===== config.mk =====
export PLATFORM = sky130hd
export DESIGN_NAME = uart_tx_unit
export DESIGN_NICKNAME = d
export VERILOG_FILES = /design/src/rtl/uart_tx_unit.sv
export SDC_FILE = /design/constraint.sdc
export NUM_CORES = 1
export LEC_CHECK = 0
export CORE_MARGIN = 2
export CORE_UTILIZATION = 40
export DETAILED_ROUTE_END_ITERATION = 10
export PLACE_DENSITY_LB_ADDON = 0.08
export SYNTH_ARGS = -nofsm -noshare
export SYNTH_HDL_FRONTEND = slang
export SYNTH_SLANG_ARGS = --single-unit

===== constraint.sdc =====
create_clock -name clk -period 2 [get_ports clk]
set_input_delay 0.4 -clock clk [delete_from_list [all_inputs] [get_ports clk]]
set_output_delay 0.4 -clock clk [all_outputs]
set_load 0.02 [all_outputs]

===== src/rtl/uart_tx_unit.sv =====
// UART transmitter: latches a 16-bit register value and sends NUM_BYTES 8N1 frames,
// least-significant byte first, with registered tx/transmitting/tx_done outputs.
module uart_tx_unit #(
    parameter int CLK_HZ    = 50_000_000,
    parameter int BAUD      = 115_200,
    parameter int NUM_BYTES = 2
) (
    input  logic        clk,
    input  logic        rst,
    input  logic [15:0] data_in,
    input  logic        transmit_reg_en,
    input  logic        transmit_enable,
    output logic        tx,
    output logic        transmitting,
    output logic        tx_done
);
    localparam int CLKS_PER_BIT = CLK_HZ / BAUD;
    localparam int CNT_W = (CLKS_PER_BIT > 1) ? $clog2(CLKS_PER_BIT) : 1;
    localparam logic [CNT_W-1:0] BAUD_LAST = CNT_W'(CLKS_PER_BIT - 1);
    localparam logic [1:0] LAST_BYTE = 2'(NUM_BYTES - 1);

    typedef enum logic [2:0] {IDLE, START, DATA, STOP, DONE} state_t;

    state_t           state, state_next;
    logic [CNT_W-1:0] baud_cnt, baud_cnt_next;
    logic [2:0]       bit_idx, bit_idx_next;
    logic [1:0]       byte_idx, byte_idx_next;
    logic [15:0]      shift_reg, shift_next;
    logic [15:0]      hold_reg, hold_next;
    logic             tx_next, transmitting_next, tx_done_next;
    logic             bit_end;

    assign bit_end = (baud_cnt == BAUD_LAST);

    always_ff @(posedge clk or negedge rst) begin
        if (!rst) begin
            state        <= IDLE;
            baud_cnt     <= '0;
            bit_idx      <= '0;
            byte_idx     <= '0;
            shift_reg    <= '0;
            hold_reg     <= '0;
            tx           <= 1'b1;
            transmitting <= 1'b0;
            tx_done      <= 1'b0;
        end else begin
            state        <= state_next;
            baud_cnt     <= baud_cnt_next;
            bit_idx      <= bit_idx_next;
            byte_idx     <= byte_idx_next;
            shift_reg    <= shift_next;
            hold_reg     <= hold_next;
            tx           <= tx_next;
            transmitting <= transmitting_next;
            tx_done      <= tx_done_next;
        end
    end

    // Outputs are computed from the next state so the registered line never glitches.
    // The data bit leaving DATA still shifts, so after byte 0 the low byte holds byte 1.
    always_comb begin
        state_next        = state;
        baud_cnt_next     = baud_cnt;
        bit_idx_next      = bit_idx;
        byte_idx_next     = byte_idx;
        shift_next        = shift_reg;
        hold_next         = hold_reg;
        tx_next           = tx;
        transmitting_next = transmitting;
        tx_done_next      = 1'b0;

        if (transmit_reg_en && !transmitting) begin
            hold_next = data_in;
        end

        case (state)
            IDLE: begin
                tx_next           = 1'b1;
                transmitting_next = 1'b0;
                if (transmit_enable) begin
                    state_next        = START;
                    baud_cnt_next     = '0;
                    bit_idx_next      = '0;
                    byte_idx_next     = '0;
                    shift_next        = transmit_reg_en ? data_in : hold_reg;
                    tx_next           = 1'b0;
                    transmitting_next = 1'b1;
                end
            end
            START: begin
                if (bit_end) begin
                    state_next    = DATA;
                    baud_cnt_next = '0;
                    tx_next       = shift_reg[0];
                end else begin
                    baud_cnt_next = baud_cnt + CNT_W'(1);
                end
            end
            DATA: begin
                if (bit_end) begin
                    baud_cnt_next = '0;
                    shift_next    = shift_reg >> 1;
                    if (bit_idx == 3'd7) begin
                        state_next = STOP;
                        tx_next    = 1'b1;
                    end else begin
                        bit_idx_next = bit_idx + 3'd1;
                        tx_next      = shift_reg[1];
                    end
                end else begin
                    baud_cnt_next = baud_cnt + CNT_W'(1);
                end
            end
            STOP: begin
                if (bit_end) begin
                    baud_cnt_next = '0;
                    if (byte_idx == LAST_BYTE) begin
                        state_next   = DONE;
                        tx_next      = 1'b1;
                        tx_done_next = 1'b1;
                    end else begin
                        state_next    = START;
                        byte_idx_next = byte_idx + 2'd1;
                        bit_idx_next  = '0;
                        tx_next       = 1'b0;
                    end
                end else begin
                    baud_cnt_next = baud_cnt + CNT_W'(1);
                end
            end
            DONE: begin
                state_next        = IDLE;
                tx_next           = 1'b1;
                transmitting_next = 1'b0;
            end
            default: begin
                state_next        = IDLE;
                tx_next           = 1'b1;
                transmitting_next = 1'b0;
            end
        endcase
    end
endmodule


# Yosys cells after proc, flatten, opt, wreduce, memory -nomap -nowiden
# Index checks and enable logic that the tools add are counted.
# op_classes
n_addsub	3
n_mux	35
eq_ne	13
n_reduce_logical	14
# ops
op	count
16-bit 2-to-1 mux	3
3-bit 2-to-1 mux	11
16-bit one-hot mux with 2 select lines	1
9-bit 2-to-1 mux	2
9-bit one-hot mux with 2 select lines	1
2-bit != test (second input constant)	7
3-bit one-hot mux with 4 select lines	1
9-bit by 1-bit adder with 9-bit output (second input constant)	1
9-bit equality test (second input constant)	1
1-bit 2-to-1 mux	9
3-bit one-hot mux with 3 select lines	1
3-bit by 2-bit equality test with 1-bit output (second input constant)	2
2-bit 2-to-1 mux	3
3-bit AND reduction	2
6-bit AND reduction	1
2-bit nonzero test	3
5-bit AND reduction	1
1-bit one-hot mux with 4 select lines	1
2-bit one-hot mux with 2 select lines	1
4-bit AND reduction	1
3-bit by 1-bit adder with 3-bit output (second input constant)	1
3-bit by 1-bit equality test with 1-bit output (second input constant)	1
3-bit equality test (second input constant)	1
3-bit zero test	1
other kinds (8)	8
# word_totals
output_inout_bits	3
inputBits	20
register_bits	52
word_cells	74

# Depth between registers and ports, before layout
# depth
word_depth	4
mapped_depth	8
depth_no_buf	6

# Least setup slack after synthesis
# Ideal clock, no wire load.
# synth_path
path_kind	flip-flop to flip-flop
start	register bit_idx[0]
end	register bit_idx[0]
required_ns	1.875
synth_period_minus_slack_ns	1.753
path_slack_ns	0.247
n_path_buf	0
path_stages_with_launch	7
setup_time_ns	0.125
arrival_ns	1.628
path_cell_list	dfrtp_1 ha_1 ha_1 and2b_1 nor3_1 or3b_4 mux2_4
# synth_via
elab_chain_len	4
elab_cells_between_ends	7
cone_classes	add/sub (1); eq/ne (2); mux (3); reduce/logical (1)
# synth_rtl
item	line	rtl
start, declared	26	logic [2:0] bit_idx, bit_idx_next;
start signal, assigned	49	bit_idx <= bit_idx_next;
3-bit by 1-bit adder with 3-bit output	107	bit_idx_next = bit_idx + 3'd1;
3-bit 2-to-1 mux	103	if (bit_idx == 3'd7) begin
3-bit 2-to-1 mux	100	if (bit_end) begin
3-bit one-hot mux with 3 select lines	76	case (state)
# Parallel ways exist; a longest one is shown, timed or not. The select of a mux whose other input is x is not followed.
# A chain may end at the register's enable or synchronous reset.

# Final worst setup path
# Same ends and word-level chain as after synthesis.

==> metrics.txt <==
unrepaired setup endpoints after global routing false; period utilization 0.930; die width 86.0 um; remaining antenna violation count 0; first-pass GRT wire length 8.71 mm; Slew HR 0.710; final routed DRC violation total 0; highest clock rate 0.537 GHz; status finished clean; fin crit period 1.86 ns; cells after synthesis 260; Post-synth EDFFs 0; largest net degree at the start of global routing 36; worst hold slack 0.0202 ns; Compound-Gate Fraction of Synth Area 0.153; FF-to-FF Start bit_idx[0]; fraction of the mapped netlist area in adder cells 0.0233; Post-Layout Inst Area 3180 um^2; core area 6420 um^2; worst setup path endpoint bit_idx[0]; startpoint types flop; RePlAce Congestion 0.734; vias in the first global route 1,874; Crit. Startpoint bit_idx[0]; clk root buf clkbuf_8; post-layout util 0.494; Simple-Gate Fraction of Synth Area 0.151; CP Capture Type flop; worst path arrival time 2.06 ns; antenna cells 0; vias per cell 5.23; kind of critical path reg -> reg; DRT Pass-1 Iters 4; max layer used met4; initial core utilization 0.418; reg-to-reg endpoint bit_idx[0]; Die Y 86.0 um; Final setup viols 0; Synth Cell Area 2690 um^2; Hold Crit Class in -> async; Num CTS Buffers 5; clk_lat worst skew 0.30 ns; WL/cell 13.8 um; Post-Route M1 WL 2.51 mm; CP max-delay cell or3b_4; Port Buffers 22; Initial DRC Count 60; average size of a mapped cell 10.3 um^2; Worst VDD drop 451 uV; cell mode on critical path ha_1; Slew @ Worst Pin 0.434 ns; largest family of logic cells by synthesized area compound AO/OA/AOI/OAI gates; nets 310; post-CTS setup buffers 0; share of cells above drive strength 1 0.182; placed cell area 3080 um^2; CTS sink count 52; CP peak stage delay 0.42 ns; flop2flop setup slack 0.14 ns; yosys warns 0; post-synthesis register bit count 52; Yosys top cell area share 0.475; HPWL Detailed 3.51 mm; via count 1,897; CTS max path bufs 2; Seq/Total Area, Yosys 0.485; crit path cell chain ha_1 -> ha_1 -> and2b_1 -> nor3_1 -> or3b_4 -> mux2_4; Site Rows 29; # H-tree levels 2; fill count 594; pwr dens 1130 nW/um^2; Post-synth top flop dfrtp_1; Post-Synth XOR/XNOR Area 0.00326; CTS clk-pin slew, worst paths 0.09 ns; Synth area leader dfrtp_1; mux cell area share after synthesis 0.144; Yosys cell types 48; Top-Level Pins 23; Synth area leaders dfrtp_1, mux2_2, mux2i_1; CTS tree yes; gr usage total 0.148; Post-synth ARST share 1.00; Max FO, Critical Path 3; GRT Residual Overflow 0; initial antenna violation count 0; Die ar. 7390 um^2; Syn Nets 285; metal3 WL 117 um; met2 WL post-DR 2.34 mm; Max-Cap Viols 0; area delta synth->final 18.2%; Final Hold Viols 0; clk_skew 0.00482 ns; Worst Reg2Reg Path Length in Cells 6; Leak 1.38 nW; Critical Path RT 2.20 ns; Post-Route WL 5.02 mm; Slew Viols, Final 0
cell usage after synthesis, drive strengths merged (2+ instances only):
master,count
nor2b,3
o22ai,2
o211ai,2
a21boi,2
or3,2
ha,5
nand3,6
nand4,3
o21ai,19
a22o,3
a31oi,5
nand2b,2
mux2,18
clkbuf,5
nor3,4
or3b,2
inv,5
mux2i,18
o311ai,2
buf,12
dfrtp,51
a21oi,22
a21o,2
nor2,22
nand2,27
placed cells by master, fill, tap and decap left out, drive strengths merged, types with 3 or more instances in the layout:
cell type      instances
clkdlybuf4s50         21
nor2                  22
mux2                  18
mux2i                 18
nand4                  3
ha                     5
a21oi                 22
o21ai                 19
buf                   14
inv                    5
nand2                 27
a31oi                  5
nand3                  6
nor2b                  3
nor3                   4
clkbuf                 7
a22o                   3
dfrtp                 51
worst max-delay path, delay by kind of cell (launching register included):
family        cells  cell delay (ns)
simple gates      3             0.69
flops             1             0.41
fa+ha+maj         2             0.39
mux               1             0.26
cells by family (layout without fill, tap and decap cells):
kind of cell             Yosys count  count (layout)
AO/OA/AOI/OAI                     64              64
XOR/XNOR                           1               1
adder cells (fa/ha/maj)            5               5
buffers and inverters             22              48
flip-flops                        52              52
multiplexers                      36              36
AND/OR/NAND/NOR                   80              80
power by group:
group | leakage, nW | internal, W | switching, W | total [W]
logic | 0.685 | 0.000665 | 0.000578 | 0.00124
registers | 0.651 | 0.00146 | 0.000272 | 0.00173
clock network | 0.0445 | 0.000282 | 0.000348 | 0.000630
total | 1.38 | 0.00240 | 0.00120 | 0.00360
stage by stage:
stage / power (W) / setup TNS (ns) / worst slack [ns] / instances
finish: 0.00360 / 0 / 0.139 / 363
global route: 0.00391 / 0 / 0.0679 / 363
CTS: 0.00365 / 0 / 0.121 / 363
detailed placement: 0.00302 / -0.0587 / -0.0294 / 355
global placement: 0.00299 / -0.0759 / -0.0378 / 355
floorplan: 0.00260 / 0 / 0.247 / 260
final cells by class:
| cell class | instances | area [um^2] | share of cell area |
|---|---|---|---|
| repair buffers | 35 | 375 | 0.118 |
| well taps | 77 | 96.3 | 0.0303 |
| inverters | 5 | 18.8 | 0.00591 |
| clock buffers | 7 | 86.3 | 0.0272 |
| clock inverters | 1 | 7.51 | 0.00236 |
| flip-flops and latches | 52 | 1300 | 0.410 |
| multi-input cells | 186 | 1290 | 0.406 |
repair_timing:
item | in CTS | in global routing
hold buffers | 0 | 0
resized for setup | 0 | 1
endpoints found under the setup margin | 0 | 2
worst min path at each step:
stage                              to  slack, ns  start
after detailed placement  baud_cnt[8]       0.36    rst
after global routing      baud_cnt[8]       0.04    rst
after global placement    baud_cnt[8]       0.36    rst
after CTS                 baud_cnt[8]       0.03    rst
final                     baud_cnt[8]       0.02    rst
after floorplan           baud_cnt[0]       0.10    rst
layer usage:
layer	track usage	vias up
met2	0.245	20
met4	0.0390	0
met1	0.195	904
met3	0.0327	5
li1	-	968
met5	0	-
Power figures use the tool's default switching activity.
